<file path="config.mk">
export PLATFORM = sky130hd
export DESIGN_NAME = rect_blitter
export DESIGN_NICKNAME = d
export VERILOG_FILES = /design/src/rtl/rect_blitter.sv
export SDC_FILE = /design/constraint.sdc
export NUM_CORES = 1
export LEC_CHECK = 0
export BUFFER_PORTS_ARGS = -buffer_cell sky130_fd_sc_hd__buf_2
export CORE_MARGIN = 2
export CORE_UTILIZATION = 40
export DETAILED_ROUTE_END_ITERATION = 8
export PLACE_DENSITY = 0.6
export SKIP_CTS_REPAIR_TIMING = 1
export SYNTH_ARGS = -nofsm -noshare
export SYNTH_HDL_FRONTEND = slang
export SYNTH_SLANG_ARGS = --single-unit
</file>
<file path="constraint.sdc">
create_clock -name clk -period 4.1 [get_ports clk]
set_clock_uncertainty 0.2 [all_clocks]
set_input_delay 0.82 -clock clk [delete_from_list [all_inputs] [get_ports clk]]
set_output_delay 0.82 -clock clk [all_outputs]
set_load 0.005 [all_outputs]
</file>
<file path="src/rtl/rect_blitter.sv">
// Rectangle plotter: takes one draw command (fill, outline or clear screen) and
// scans it row-major, emitting one clipped pixel slot per cycle to the frame-buffer adapter.
module rect_blitter #(
    parameter int X_W      = 8,
    parameter int Y_W      = 7,
    parameter int COLOR_W  = 3,
    parameter int SCREEN_W = 160,
    parameter int SCREEN_H = 120
) (
    input  logic               clk,
    input  logic               reset,
    // A command transfers on a rising edge where req_valid && req_ready; the requester
    // holds req_valid and the fields stable until then, and the fields are ignored afterwards.
    input  logic               req_valid,
    output logic               req_ready,
    input  logic [1:0]         req_mode,
    input  logic [X_W-1:0]     req_x,
    input  logic [Y_W-1:0]     req_y,
    input  logic [X_W-1:0]     req_w,
    input  logic [Y_W-1:0]     req_h,
    input  logic [COLOR_W-1:0] req_color,
    output logic [X_W-1:0]     x_out,
    output logic [Y_W-1:0]     y_out,
    output logic [COLOR_W-1:0] color_out,
    output logic               writeEn,
    output logic               busy,
    output logic               done,
    output logic [1:0]         dbg_state
);

    typedef enum logic [1:0] {
        ST_IDLE = 2'd0,
        ST_DRAW = 2'd1,
        ST_DONE = 2'd2
    } state_t;

    localparam logic [X_W:0]   SCR_W_X = (X_W+1)'(SCREEN_W);
    localparam logic [Y_W:0]   SCR_H_Y = (Y_W+1)'(SCREEN_H);
    localparam logic [X_W-1:0] CLR_W   = X_W'(SCREEN_W);
    localparam logic [Y_W-1:0] CLR_H   = Y_W'(SCREEN_H);
    localparam logic [X_W-1:0] X_ONE   = 1;
    localparam logic [Y_W-1:0] Y_ONE   = 1;

    state_t               state_q, state_d;
    logic [X_W-1:0]       bx_q, bw_q, cx_q;
    logic [Y_W-1:0]       by_q, bh_q, cy_q;
    logic [COLOR_W-1:0]   col_q;
    logic                 outline_q;
    logic                 scan_end_q;

    logic                 is_clear, eff_zero, accept;
    logic [X_W-1:0]       eff_x, eff_w;
    logic [Y_W-1:0]       eff_y, eff_h;

    logic [X_W-1:0]       src_x, src_w, src_cx, cx_d;
    logic [Y_W-1:0]       src_y, src_h, src_cy, cy_d;
    logic [COLOR_W-1:0]   src_color;
    logic                 src_outline, slot_emit;
    logic [X_W:0]         px;
    logic [Y_W:0]         py;
    logic                 row_end, last_row, on_edge, in_bounds, slot_write, slot_last;

    // Clear mode replaces the geometry with the whole screen.
    always_comb begin
        is_clear = (req_mode == 2'b10);
        eff_x    = is_clear ? '0 : req_x;
        eff_y    = is_clear ? '0 : req_y;
        eff_w    = is_clear ? CLR_W : req_w;
        eff_h    = is_clear ? CLR_H : req_h;
        eff_zero = (eff_w == '0) || (eff_h == '0);
    end

    assign accept = (state_q == ST_IDLE) && req_valid;

    // The first slot is evaluated straight from the request so that it is registered on the
    // handshake edge itself; later slots come from the latched command and the scan counters.
    always_comb begin
        if (state_q == ST_IDLE) begin
            src_x       = eff_x;
            src_y       = eff_y;
            src_w       = eff_w;
            src_h       = eff_h;
            src_color   = req_color;
            src_outline = (req_mode == 2'b01);
            src_cx      = '0;
            src_cy      = '0;
            slot_emit   = req_valid && !eff_zero;
        end else begin
            src_x       = bx_q;
            src_y       = by_q;
            src_w       = bw_q;
            src_h       = bh_q;
            src_color   = col_q;
            src_outline = outline_q;
            src_cx      = cx_q;
            src_cy      = cy_q;
            slot_emit   = (state_q == ST_DRAW) && !scan_end_q;
        end
    end

    always_comb begin
        px         = {1'b0, src_x} + {1'b0, src_cx};
        py         = {1'b0, src_y} + {1'b0, src_cy};
        row_end    = (src_cx == src_w - X_ONE);
        last_row   = (src_cy == src_h - Y_ONE);
        on_edge    = (src_cx == '0) || row_end || (src_cy == '0) || last_row;
        in_bounds  = (px < SCR_W_X) && (py < SCR_H_Y);
        slot_write = slot_emit && in_bounds && (!src_outline || on_edge);
        slot_last  = row_end && last_row;
        cx_d       = row_end ? '0 : src_cx + X_ONE;
        cy_d       = row_end ? src_cy + Y_ONE : src_cy;
    end

    // DRAW stays one extra cycle after the last slot is emitted so done lines up with
    // the cycle after the last pixel appears on the registered outputs.
    always_comb begin
        state_d = state_q;
        case (state_q)
            ST_IDLE: if (req_valid) state_d = eff_zero ? ST_DONE : ST_DRAW;
            ST_DRAW: if (scan_end_q) state_d = ST_DONE;
            ST_DONE: state_d = ST_IDLE;
            default: state_d = ST_IDLE;
        endcase
    end

    always_ff @(posedge clk or posedge reset) begin
        if (reset) begin
            state_q    <= ST_IDLE;
            bx_q       <= '0;
            by_q       <= '0;
            bw_q       <= '0;
            bh_q       <= '0;
            col_q      <= '0;
            outline_q  <= 1'b0;
            cx_q       <= '0;
            cy_q       <= '0;
            scan_end_q <= 1'b0;
            x_out      <= '0;
            y_out      <= '0;
            color_out  <= '0;
            writeEn    <= 1'b0;
        end else begin
            state_q <= state_d;
            if (accept) begin
                bx_q       <= eff_x;
                by_q       <= eff_y;
                bw_q       <= eff_w;
                bh_q       <= eff_h;
                col_q      <= req_color;
                outline_q  <= (req_mode == 2'b01);
                cx_q       <= '0;
                cy_q       <= '0;
                scan_end_q <= 1'b0;
            end
            if (slot_emit) begin
                cx_q       <= cx_d;
                cy_q       <= cy_d;
                scan_end_q <= slot_last;
            end
            writeEn <= slot_write;
            if (slot_write) begin
                x_out     <= px[X_W-1:0];
                y_out     <= py[Y_W-1:0];
                color_out <= src_color;
            end
        end
    end

    assign busy      = (state_q != ST_IDLE);
    assign req_ready = !busy;
    assign done      = (state_q == ST_DONE);
    assign dbg_state = state_q;

endmodule

</file>
# Word-level counts from Yosys, hierarchy flattened
# Index checks and enable logic that the tools add are counted.
op_classes:
  n_lt_le_gt_ge: 2
  n_addsub: 6
  eq_ne: 8
  reduce_logical: 24
  mux: 25
ops:
  columns: ["operator", "n"]
  rows:
  - ["$mux W8", 8]
  - ["$mux W7", 8]
  - ["$logic_not A8 Y1", 2]
  - ["$logic_not A7 Y1", 2]
  - ["$add A8 B8 Y9", 1]
  - ["$lt A9 B8 Y1 const B", 1]
  - ["$add A7 B7 Y8", 1]
  - ["$add A8 B1 Y8 const B", 1]
  - ["$eq A8 B8 Y1", 1]
  - ["$lt A8 B7 Y1 const B", 1]
  - ["$sub A8 B1 Y8 const B", 1]
  - ["$add A7 B1 Y7 const B", 1]
  - ["$eq A7 B7 Y1", 1]
  - ["$logic_and A1 B1 Y1", 7]
  - ["$sub A7 B1 Y7 const B", 1]
  - ["$mux W2", 3]
  - ["$logic_or A1 B1 Y1", 5]
  - ["$eq A2 B1 Y1 const B", 2]
  - ["$eq A2 B2 Y1 const B", 2]
  - ["$logic_not A1 Y1", 4]
  - ["$mux W1", 4]
  - ["$ne A2 B2 Y1 const B", 2]
  - ["$pmux W2 S2", 1]
  - ["$reduce_bool A2 Y1", 2]
  - ["3 further kinds", 3]
word_totals:
  regBits: 71
  output_inout_bits: 24
  inputBits: 38

# Logic depth before layout (Yosys ltp)
depth:
  ltp_word: 10
  mapped_depth: 21
  ltp_nobuf: 15

# Worst setup path after synthesis
# Ideal clock, no wire load.
synth_timing:
  path_type: "register to register"
  from: "register state_q[0] (netlist: dbg_state[0])"
  to: "register color_out[0]"
  arrival_time_ns: 4.101
  path_stages_with_launch: 22
  n_path_buf: 6
  t_required_ns: 3.775
  slack_ns: -0.325
  cell_sequence: "dfrtp_1 buf_2 nor2_2 inv_1 buf_2 clkbuf_1 clkbuf_1 buf_1 nand2_1 o21ai_0 ha_1 inv_1 fa_1 nor2b_1 o31a_1 or4b_2 nand3_1 o21a_1 nor2_1 o21ai_2 buf_6 mux2_2"
synth_between:
  elab_chain_len: 9
  word_cells_on_any_way: 30
  cone_classes: "add/sub (4); order compare (2); eq/ne (3); mux (9); reduce/logical (12)"
synth_lines:
  columns: ["item", "line", "source"]
  rows:
  - ["start: declaration", "44", "state_t state_q, state_d;"]
  - ["start signal: assignment", "143", "state_q <= state_d;"]
  - ["branches (longest 9 deep; another with $add A8 B8 Y9)", null, null]
  - ["end signal: assignment", "164", "color_out <= src_color;"]
  - ["end: declaration", "24", "output logic [COLOR_W-1:0] color_out,"]
# Parallel ways; which one is timed is not known.
# A chain may end at the register's enable or synchronous reset.

# Worst setup path after layout
layout_timing:
  from: "input port req_mode[0]"
  to: "register color_out[0]"
layout_between:
  elab_chain_len: 10
  word_cells_on_any_way: 33
  cone_classes: "add/sub (4); order compare (2); eq/ne (4); mux (10); reduce/logical (13)"
layout_lines:
  columns: ["item", "line", "source"]
  rows:
  - ["start: declaration", "16", "input logic [1:0] req_mode,"]
  - ["branches (longest 9 deep; another with $add A8 B8 Y9)", null, null]
  - ["$logic_and A1 B1 Y1 (*)", "108", "slot_write = slot_emit && in_bounds && (!src_outline || on_edge);"]
# Mark *: on every way between the ends.

==> metrics <==
Synthesized Nets between 600 and 700; status complete, but fails checks; layout cells sized above 1 0.224; Finished Layout Cells between 700 and 800; Yosys cell types 61; Layout Nets roughly 700; top post-synthesis cells by area dfrtp_1, nand2_1, o21ai_0; Synth Register Bits 71; GR Overflow Total 0; P_leak around 2.7 nW; total power roughly 4.0 mW; synth cell count leaders nand2_1, dfrtp_1, o21ai_0; vias per cell between 5 and 6; Power Density slightly above 700 nW/um^2; Setup TNS 0 ps; area leader, netlist dfrtp_1; vias about 4,400; Setup-failing EPs final 0; PortBufs 61; vias in the first global route around 4,300; Yosys top cell area share 0.373; final wirelength roughly 13 mm; die span in y ~110 um; Tmin final 3880 ps; Diodes inserted 0; Slew Limit Headroom 0.396; largest net degree at the start of global routing 71; placed cell count ~760; DRT iter0 DRCs 295; sequential area share after synthesis 0.373; initial core utilization 0.414; fmax between 200 and 300 MHz; half-perimeter wire length after placement 9.10 mm; failing checks DRC; Fin. Hold Viols 0; CTS tree built; htree depth 3; VDD IR max ~350 uV; Final GP Congestion slightly below 0.9; fin. max-slew vios 0; async set or reset register ratio after synthesis 1.00; row count 39; Tot GR Track Use 0.211; Max clock buf depth 2; cell area after layout between 5000 and 6000 sq um; Synth-to-Final Area Change 18.9%; post-synthesis instance total 563; Least-Margin Pin Slew between 900 and 1000 ps; Hold Crit Class reg2reg; most frequent cell after synthesis nand2_1; fin crit share 0.946; Worst setup SP type input port; Post-Syn Area 4760 sq um; CP Max Fanout 13; total CTS buffers 9; Post-synth EDFFs 0; Yosys warnings 0; placed cell area approximately 5400 sq um; clk root buf clkbuf_16; initial antenna violation count 0; clk_lat worst skew roughly 340 ps; Final ANT Viol Nets 0; TritonRoute pass-1 iters 7; core area 11,500 sq um; Die W ~110 um; top_reg_cell synth dfrtp_1; num ports a little over 60; CTS clk-pin slew, worst paths roughly 60 ps; max_cap viols 0; die area approximately 13,000 sq um; Worst Path Arrival about 3900 ps; Mean Syn Cell Area between 8 and 9 sq um; CP Capture Type flip-flop; Avg WL per Cell 16.3 um; Required @ worst endpoint between 4000 and 5000 ps; DRC 6; critical path type in2reg; Layout fillers 1,131; first-pass GRT wire length approximately 22 mm; CTS Sinks slightly above 70
[placed cells by master, fill, tap and decap left out, drive strengths merged, types with 5 or more instances in the layout]
cell type	count
nand2	108
a21oi	22
xnor2	15
nand4	5
xor2	12
ha	21
o21ai	70
dfrtp	71
nor3	8
o21a	6
clkbuf	9
and2	11
inv	17
nand2b	5
nor2	33
mux2	20
nor4	9
nor2b	10
or4	8
nand3	12
buf	88
[metrics by stage]
stage | utilization | setup WS (ps) | hold slack, ps
2_1_floorplan | - | 3.82 | 249
3_3_place_gp | 0.465 | 27.3 | 263
3_5_place_dp | 0.465 | -106 | 271
4_1_cts | 0.490 | 238 | 285
5_1_grt | 0.492 | -1.70 | 314
6_report | 0.492 | 221 | 281
[cells by family after synthesis]
group                    Yosys count  share of synthesized area
AO/OA/AOI/OAI                    141                      0.182
multiplexers                      23                     0.0536
flip-flops                        71                      0.373
XOR/XNOR                          27                     0.0496
buffers and inverters             46                     0.0386
adder cells (fa/ha/maj)           23                     0.0636
AND/OR/NAND/NOR                  232                      0.240
[area by class of cell]
| type | instances | area [sq um] | area share |
|---|---|---|---|
| Clock inverter | 6 | 62.6 | 0.0110 |
| Tap cell | 143 | 179 | 0.0316 |
| Multi-Input combinational cell | 447 | 2830 | 0.500 |
| Inverter | 17 | 66.3 | 0.0117 |
| Clock buffer | 9 | 225 | 0.0398 |
| Timing Repair Buffer | 88 | 520 | 0.0919 |
| Sequential cell | 71 | 1780 | 0.314 |
[per-layer routing]
metal | GRT usage | wire length [um] | vias up
met5 | 0 | 0 | -
met2 | 0.316 | 5460 | 125
met4 | 0.0528 | 136 | 0
li1 | - | - | 2155
met1 | 0.313 | 6450 | 2059
met3 | 0.0402 | 681 | 14
[flip-flops by register name, indices dropped and copies added, names as in the netlist, 7 cells and up]
signal	count
cy_q	7
bx_q	8
cx_q	8
x_out	8
bw_q	8
bh_q	7
by_q	7
y_out	7
[worst paths after layout]
kind	from	cells after the start	slack, ps	endpoint
max	req_mode[0]	16	220	color_out[0]
min	by_q[6]	2	280	by_q[6]
max reg2reg	dbg_state[1]	15	320	color_out[0]
min reg2reg	by_q[6]	2	280	by_q[6]
max in group asynchronous	reset	3	2580	bw_q[0]
min in group asynchronous	reset	2	340	writeEn
[worst max-delay path, stage by stage]
cell and delay, ps:
buf_2 90, nand2b_1 120, buf_4 220, nand2_1 80, o21ai_0 230, ha_1 220, inv_1 50, fa_1 390
nand2b_1 160, a21oi_1 220, xor2_1 240, nand4_1 170, nand4b_1 180, nor2_2 90, o21ai_2 220, mux2_2 390
[report_power, final]
part	leakage [nW]	internal [mW]	switching, mW
Combinational	1.62	0.982	1.06
Clock	0.133	0.465	0.318
Sequential	0.902	0.978	0.222
No activity file was read; power rests on OpenSTA's default activity.
